[src/rtl/vec_uop_sequencer.sv]
// Vector control sequencer: holds vl/vtype, executes vsetvli/vsetivli and cracks
// unit-stride loads/stores and OPIVV/OPIVX/OPIVI ops into LANES-wide micro-ops.
module vec_uop_sequencer #(
   parameter int VLEN  = 128,
   parameter int LANES = 4,
   parameter int XLEN  = 32,
   parameter int VLW   = $clog2(VLEN) + 1
) (
   input  logic             clk,
   input  logic             rst_n,
   input  logic             in_valid,
   output logic             in_ready,
   input  logic [31:0]      Instr,
   input  logic [XLEN-1:0]  Rs1Data,
   output logic             uop_valid,
   input  logic             uop_ready,
   output logic [1:0]       UopType,
   output logic [5:0]       Funct6,
   output logic [2:0]       Funct3,
   output logic [4:0]       VdIdx,
   output logic [4:0]       Vs1Idx,
   output logic [4:0]       Vs2Idx,
   output logic [VLW-1:0]   ElemBase,
   output logic [LANES-1:0] ElemMask,
   output logic [1:0]       Sew,
   output logic [XLEN-1:0]  ScalarOpd,
   output logic             VRegWrite,
   output logic             VMemRead,
   output logic             VMemWrite,
   output logic             UopLast,
   output logic [VLW-1:0]   Vl,
   output logic             Vill,
   output logic             RdWrite,
   output logic [XLEN-1:0]  RdData,
   output logic             InstrDone,
   output logic             IllegalInstr
);
   localparam int SH0 = $clog2(VLEN) - 3;

   typedef enum logic [0:0] {S_IDLE, S_ISSUE} state_t;

   state_t         r_state;
   logic [1:0]     r_lmul;
   logic [4:0]     r_vd_f, r_vs1_f, r_vs2_f;

   logic [6:0]     w_opcode;
   logic [2:0]     w_funct3;
   logic [4:0]     w_rd, w_rs1, w_rs2;
   logic           w_is_vset, w_is_alu, w_is_ld, w_is_st, w_is_vop;
   logic           w_vset_ok, w_vset_ill;
   logic [2:0]     w_vs_sew, w_vs_lmul;
   logic [XLEN-1:0] w_vlmax, w_avl;
   logic [VLW-1:0] w_new_vl;
   logic [4:0]     w_align;
   logic           w_mis, w_eew_ok, w_mem_ok, w_vop_bad;
   logic           w_start, w_load_uop;
   logic [VLW:0]   w_sel_base;
   logic [4:0]     w_shift, w_sel_off;
   logic           w_sel_last;
   logic [LANES-1:0] w_sel_mask;
   logic [4:0]     w_vd_src, w_vs1_src, w_vs2_src;

   assign w_opcode  = Instr[6:0];
   assign w_funct3  = Instr[14:12];
   assign w_rd      = Instr[11:7];
   assign w_rs1     = Instr[19:15];
   assign w_rs2     = Instr[24:20];
   assign w_is_vset = (w_opcode == 7'b1010111) && (w_funct3 == 3'b111);
   assign w_is_alu  = (w_opcode == 7'b1010111) &&
                      ((w_funct3 == 3'b000) || (w_funct3 == 3'b100) || (w_funct3 == 3'b011));
   assign w_is_ld   = (w_opcode == 7'b0000111);
   assign w_is_st   = (w_opcode == 7'b0100111);
   assign w_is_vop  = w_is_alu | w_is_ld | w_is_st;

   // vsetvli and vsetivli place vsew/vlmul at the same bit positions
   assign w_vset_ok  = !Instr[31] || Instr[30];
   assign w_vs_sew   = Instr[25:23];
   assign w_vs_lmul  = Instr[22:20];
   assign w_vset_ill = (w_vs_sew > 3'd2) | w_vs_lmul[2];
   assign w_vlmax    = (XLEN'(VLEN) << w_vs_lmul[1:0]) >> (3 + w_vs_sew[1:0]);

   always_comb begin
      w_avl = Rs1Data;
      if (Instr[31])          w_avl = XLEN'(Instr[19:15]);
      else if (w_rs1 != 5'd0) w_avl = Rs1Data;
      else if (w_rd != 5'd0)  w_avl = w_vlmax;
      else                    w_avl = XLEN'(Vl);
   end

   assign w_new_vl = w_vset_ill ? '0 : VLW'((w_avl < w_vlmax) ? w_avl : w_vlmax);

   assign w_align = (5'd1 << r_lmul) - 5'd1;
   assign w_mis   = (|(w_rd & w_align)) |
                    (w_is_alu & |(w_rs2 & w_align)) |
                    (w_is_alu & (w_funct3 == 3'b000) & |(w_rs1 & w_align));

   always_comb begin
      case (w_funct3)
         3'b000:  w_eew_ok = (Sew == 2'd0);
         3'b101:  w_eew_ok = (Sew == 2'd1);
         3'b110:  w_eew_ok = (Sew == 2'd2);
         default: w_eew_ok = 1'b0;
      endcase
   end

   assign w_mem_ok  = (Instr[31:29] == 3'd0) && (Instr[27:26] == 2'd0) &&
                      (Instr[24:20] == 5'd0) && w_eew_ok;
   assign w_vop_bad = !Instr[25] | Vill | w_mis | ((w_is_ld | w_is_st) & !w_mem_ok);

   assign w_start    = (r_state == S_IDLE) & in_valid & w_is_vop & !w_vop_bad & (Vl != '0);
   assign w_load_uop = w_start | ((r_state == S_ISSUE) & uop_ready & !UopLast);

   // Element base of the micro-op about to be presented: 0 on accept, else next group
   assign w_sel_base = (r_state == S_IDLE) ? '0 : ({1'b0, ElemBase} + (VLW+1)'(LANES));
   assign w_shift    = 5'(SH0) - {3'b000, Sew};
   assign w_sel_off  = 5'(w_sel_base >> w_shift);
   assign w_sel_last = (w_sel_base + (VLW+1)'(LANES)) >= {1'b0, Vl};

   genvar gi;
   generate
      for (gi = 0; gi < LANES; gi++) begin : g_mask
         assign w_sel_mask[gi] = (w_sel_base + (VLW+1)'(gi)) < {1'b0, Vl};
      end
   endgenerate

   assign w_vd_src  = (r_state == S_IDLE) ? w_rd  : r_vd_f;
   assign w_vs1_src = (r_state == S_IDLE) ? w_rs1 : r_vs1_f;
   assign w_vs2_src = (r_state == S_IDLE) ? w_rs2 : r_vs2_f;

   always_ff @(posedge clk) begin
      if (!rst_n) begin
         r_state      <= S_IDLE;
         in_ready     <= 1'b1;
         uop_valid    <= 1'b0;
         Vl           <= '0;
         Vill         <= 1'b1;
         Sew          <= 2'd0;
         r_lmul       <= 2'd0;
         RdWrite      <= 1'b0;
         RdData       <= '0;
         InstrDone    <= 1'b0;
         IllegalInstr <= 1'b0;
      end else begin
         RdWrite      <= 1'b0;
         InstrDone    <= 1'b0;
         IllegalInstr <= 1'b0;
         case (r_state)
            S_IDLE: begin
               if (in_valid) begin
                  if (w_is_vset) begin
                     if (!w_vset_ok) begin
                        IllegalInstr <= 1'b1;
                     end else begin
                        Vl        <= w_new_vl;
                        Vill      <= w_vset_ill;
                        Sew       <= w_vset_ill ? 2'd0 : w_vs_sew[1:0];
                        r_lmul    <= w_vset_ill ? 2'd0 : w_vs_lmul[1:0];
                        RdWrite   <= (w_rd != 5'd0);
                        RdData    <= XLEN'(w_new_vl);
                        InstrDone <= 1'b1;
                     end
                  end else if (w_is_vop) begin
                     if (w_vop_bad) begin
                        IllegalInstr <= 1'b1;
                     end else if (Vl == '0) begin
                        InstrDone <= 1'b1;
                     end else begin
                        r_state   <= S_ISSUE;
                        in_ready  <= 1'b0;
                        uop_valid <= 1'b1;
                        UopType   <= w_is_ld ? 2'd1 : (w_is_st ? 2'd2 : 2'd0);
                        Funct6    <= Instr[31:26];
                        Funct3    <= w_funct3;
                        ScalarOpd <= (w_funct3 == 3'b011) ? {{(XLEN-5){Instr[19]}}, Instr[19:15]}
                                                          : Rs1Data;
                        VRegWrite <= w_is_alu | w_is_ld;
                        VMemRead  <= w_is_ld;
                        VMemWrite <= w_is_st;
                        r_vd_f    <= w_rd;
                        r_vs1_f   <= w_rs1;
                        r_vs2_f   <= w_rs2;
                     end
                  end else begin
                     IllegalInstr <= 1'b1;
                  end
               end
            end
            S_ISSUE: begin
               if (uop_ready && UopLast) begin
                  r_state   <= S_IDLE;
                  in_ready  <= 1'b1;
                  uop_valid <= 1'b0;
                  InstrDone <= 1'b1;
               end
            end
            default: r_state <= S_IDLE;
         endcase
         if (w_load_uop) begin
            ElemBase <= w_sel_base[VLW-1:0];
            ElemMask <= w_sel_mask;
            UopLast  <= w_sel_last;
            VdIdx    <= w_vd_src + w_sel_off;
            Vs1Idx   <= w_vs1_src + w_sel_off;
            Vs2Idx   <= w_vs2_src + w_sel_off;
         end
      end
   end
endmodule

[config.mk]
export PLATFORM = sky130hd
export DESIGN_NAME = vec_uop_sequencer
export DESIGN_NICKNAME = d
export VERILOG_FILES = /design/src/rtl/vec_uop_sequencer.sv
export SDC_FILE = /design/constraint.sdc
export NUM_CORES = 1
export LEC_CHECK = 0
export CORE_MARGIN = 2
export CORE_UTILIZATION = 30
export DETAILED_ROUTE_END_ITERATION = 16
export PLACE_DENSITY = 0.63
export SLEW_MARGIN = 20
export SYNTH_ARGS = -nofsm -noshare
export SYNTH_HDL_FRONTEND = slang
export SYNTH_SLANG_ARGS = --single-unit
[constraint.sdc]
create_clock -name clk -period 4.8 [get_ports clk]
set_input_delay 0.96 -clock clk [delete_from_list [all_inputs] [get_ports clk]]
set_output_delay 0.96 -clock clk [all_outputs]
set_load 0.03 [all_outputs]
==> reports/metrics.cfg <==
[clocking]
clk_pin_slew_ns=0.08
cts_setup_buffers=0
cts_resized=0
cts-buffers-inserted=9
clock-sinks=108
cts_buffer_depth=2
hold_buffers=0
cts_tree=done
root_buffer=clkbuf_16
htreeDepth=3
worstSkewPairLatency_ns=0.37

[timing]
timing.setup.tns_ns=0
finClkSkew_ns=0.0190
setup-violations-final=0
period_needed_ns=4.34
fmax_ghz=0.230
worst_pin_slew_ns=0.989
hold_viol_final=0
relSlewSlack_pct=34.1
finalCritPeriodShare_pct=90.4
final_max_slew_viol_count=0
rsz0062_at_grt=false
whs_ns=0.460

[detailed_routing]
wl_per_cell_um=17.2
drt-initial-drc-count=325
post-route-drc-count=0
ant_nets=0
vias=5679
routed_wirelength_um=20400
first_pass_iters=4
vias_per_cell=4.76

[placed_design]
dpl.hpwl_um=15900
portBuffers=165
place_congestion=0.885

[synth]
synthTopCellsByArea=edfxtp_1 38%, ha_1 11%, dfxtp_1 5.4%
synthArstFlopShare_pct=0
ys_top_cells_by_count=99 x nand2_1, 89 x edfxtp_1, 61 x ha_1
syn_area_um2=7070
synth_mux_area_share_pct=5.79
synth-seq-area-share_pct=43.2
ys_ff_latch=108
yosys.area_share.simple_pct=16.9
syn_area_per_cell_um2=10.1
synth_adder_area_share_pct=11.7
synth_compound_area_share_pct=10.9
synth-warning-count=0
synth_edf_count=89
yosysMostFrequentCell=nand2_1
synth_top_family_by_area=simple AND/OR/NAND/NOR gates
synth_cells=701
synth_top_area_cell=edfxtp_1
synth_cell_types=66
synth_flop_cell=edfxtp_1
synth_xor_area_share_pct=4.71
synth_top_area_share_pct=37.8

[grt]
grt_max_degree=41
grt_pass1_vias=5563
overflow=0
grt.total_usage_pct=16.5
grt_pass1_wl_um=31200
antenna_found_initial=0

[power]
ir_drop_v=0.000139
power_leakage_nw=3.75
p_sw_share_pct=25.7
internal_power_w=0.00149
switchingPower_w=0.000513
p_clk_share_pct=38.0
comb_power_share_pct=11.4
p_per_area_nw_per_um2=213
p_seq_share_pct=50.6

[die]
die_w_um=157
dieArea_um2=24800
core-area_um2=23300
die_h_um=157
num_rows=56
start_util_pct=30.3
io_pins=190

[cells_and_area]
area_growth_pct=32.6
seq_area_um2=3050
fin_nets=1000
fillers=2276
drive_gt1_share_pct=9.16
n_antenna_cell=0
multi_input_comb_area_um2=3620

[setup_path]
path_max_fanout=13
worstSetupEndpointType=flop
required_ns=5.09
path_class=in2reg
startpoint_type=input port
cp.arrival_ns=4.63

[outcome]
status=finished, final reports clean

[hold_path]
hold_class=reg2reg

[flow_run]
drv_cap=0

==> power groups by stage <==
stage | clock (W) | sequential [W] | combinational [W]
floorplan | 0 | 0.00103 | 0.000138
global placement | 0 | 0.00103 | 0.000225
detailed placement | 0 | 0.00103 | 0.000227
CTS | 0.000784 | 0.00101 | 0.000228
global route | 0.000816 | 0.00101 | 0.000249
finish | 0.000759 | 0.00101 | 0.000229
==> worst max-delay path, stage by stage <==
cell,delay [ns]
clkdlybuf4s50_1,0.74
nor3_1,0.19
a221o_1,0.42
mux2_2,0.27
a221o_1,0.33
ha_1,0.29
a221oi_1,0.25
nand3_1,0.14
a221oi_2,0.26
o311ai_4,0.20
or3_4,0.44
o21ai_2,0.13
==> cells in the final DEF (no fill, tap or decap), types with 15 or more instances in the layout <==
master and instances:
a21o_1 15, a21oi_1 22, buf_4 27, clkdlybuf4s50_1 165
conb_1 24, dfxtp_1 19, edfxtp_1 89, ha_1 61
inv_1 37, mux2_2 23, mux2i_1 15, nand2_1 99
nand3_1 20, nor2_1 41, o21ai_0 24, xnor2_1 24
==> through the flow <==
step | instance area, µm² | utilization, % | cells | setup WS (ns) | total power (W)
6_report | 9370 | 40.2 | 1192 | 0.461 | 0.00200
5_1_grt | 9370 | 40.2 | 1192 | 0.226 | 0.00208
4_1_cts | 9370 | 40.2 | 1192 | 0.503 | 0.00202
3_5_place_dp | 9070 | 38.9 | 1176 | 0.155 | 0.00126
3_3_place_gp | 9070 | 38.9 | 1176 | 0.218 | 0.00126
2_1_floorplan | 7150 | - | 724 | 0.613 | 0.00117
==> layout make-up <==
class,instances,share of cell area [%]
flip-flops and latches,108,32.6
clock inverters,7,0.801
well taps,319,4.26
multi-input cells,519,38.6
inverters,38,1.52
repair buffers,192,19.8
clock buffers,9,2.40
==> path summary, 6_finish.rpt <==
check	start	end	slack, ns	cells after the start
hold reg to reg	uop_valid	uop_valid	0.46	2
hold / removal	uop_valid	uop_valid	0.46	2
setup / recovery	Instr[24]	Vl[0]	0.46	12
setup reg to reg	Sew[0]	Vs1Idx[4]	1.14	13
==> routing by layer <==
layer,part of all wire (%),global-route usage (%),vias up
met4,1.4,4.16,0
met2,49,28.6,164
li1,-,-,2796
met1,45,21.3,2704
met5,0,0,-
met3,4.6,2.84,15
==> sequential cells by signal, indices dropped and copies added (netlist names), 2 cells and up <==
register / count
ElemBase: 8
ElemMask: 4
Funct3: 3
Funct6: 6
ScalarOpd: 32
Sew: 2
UopType: 2
VdIdx: 5
Vl: 8
Vs1Idx: 5
Vs2Idx: 5
r_lmul: 2
r_vd_f: 5
r_vs1_f: 5
r_vs2_f: 5
==> cell families (layout without fill, tap and decap cells) <==
logic type                 Yosys count  after routing
AOI/OAI and AO/OA                  111            111
xor gates and xnor gates            38             38
adders and majority gates           64             64
buffers and inverters               97            246
DFF                                108            108
muxes                               38             38
other                                1             24
and+or+nand+nor                    244            244
(Power assumes the default switching activity.)
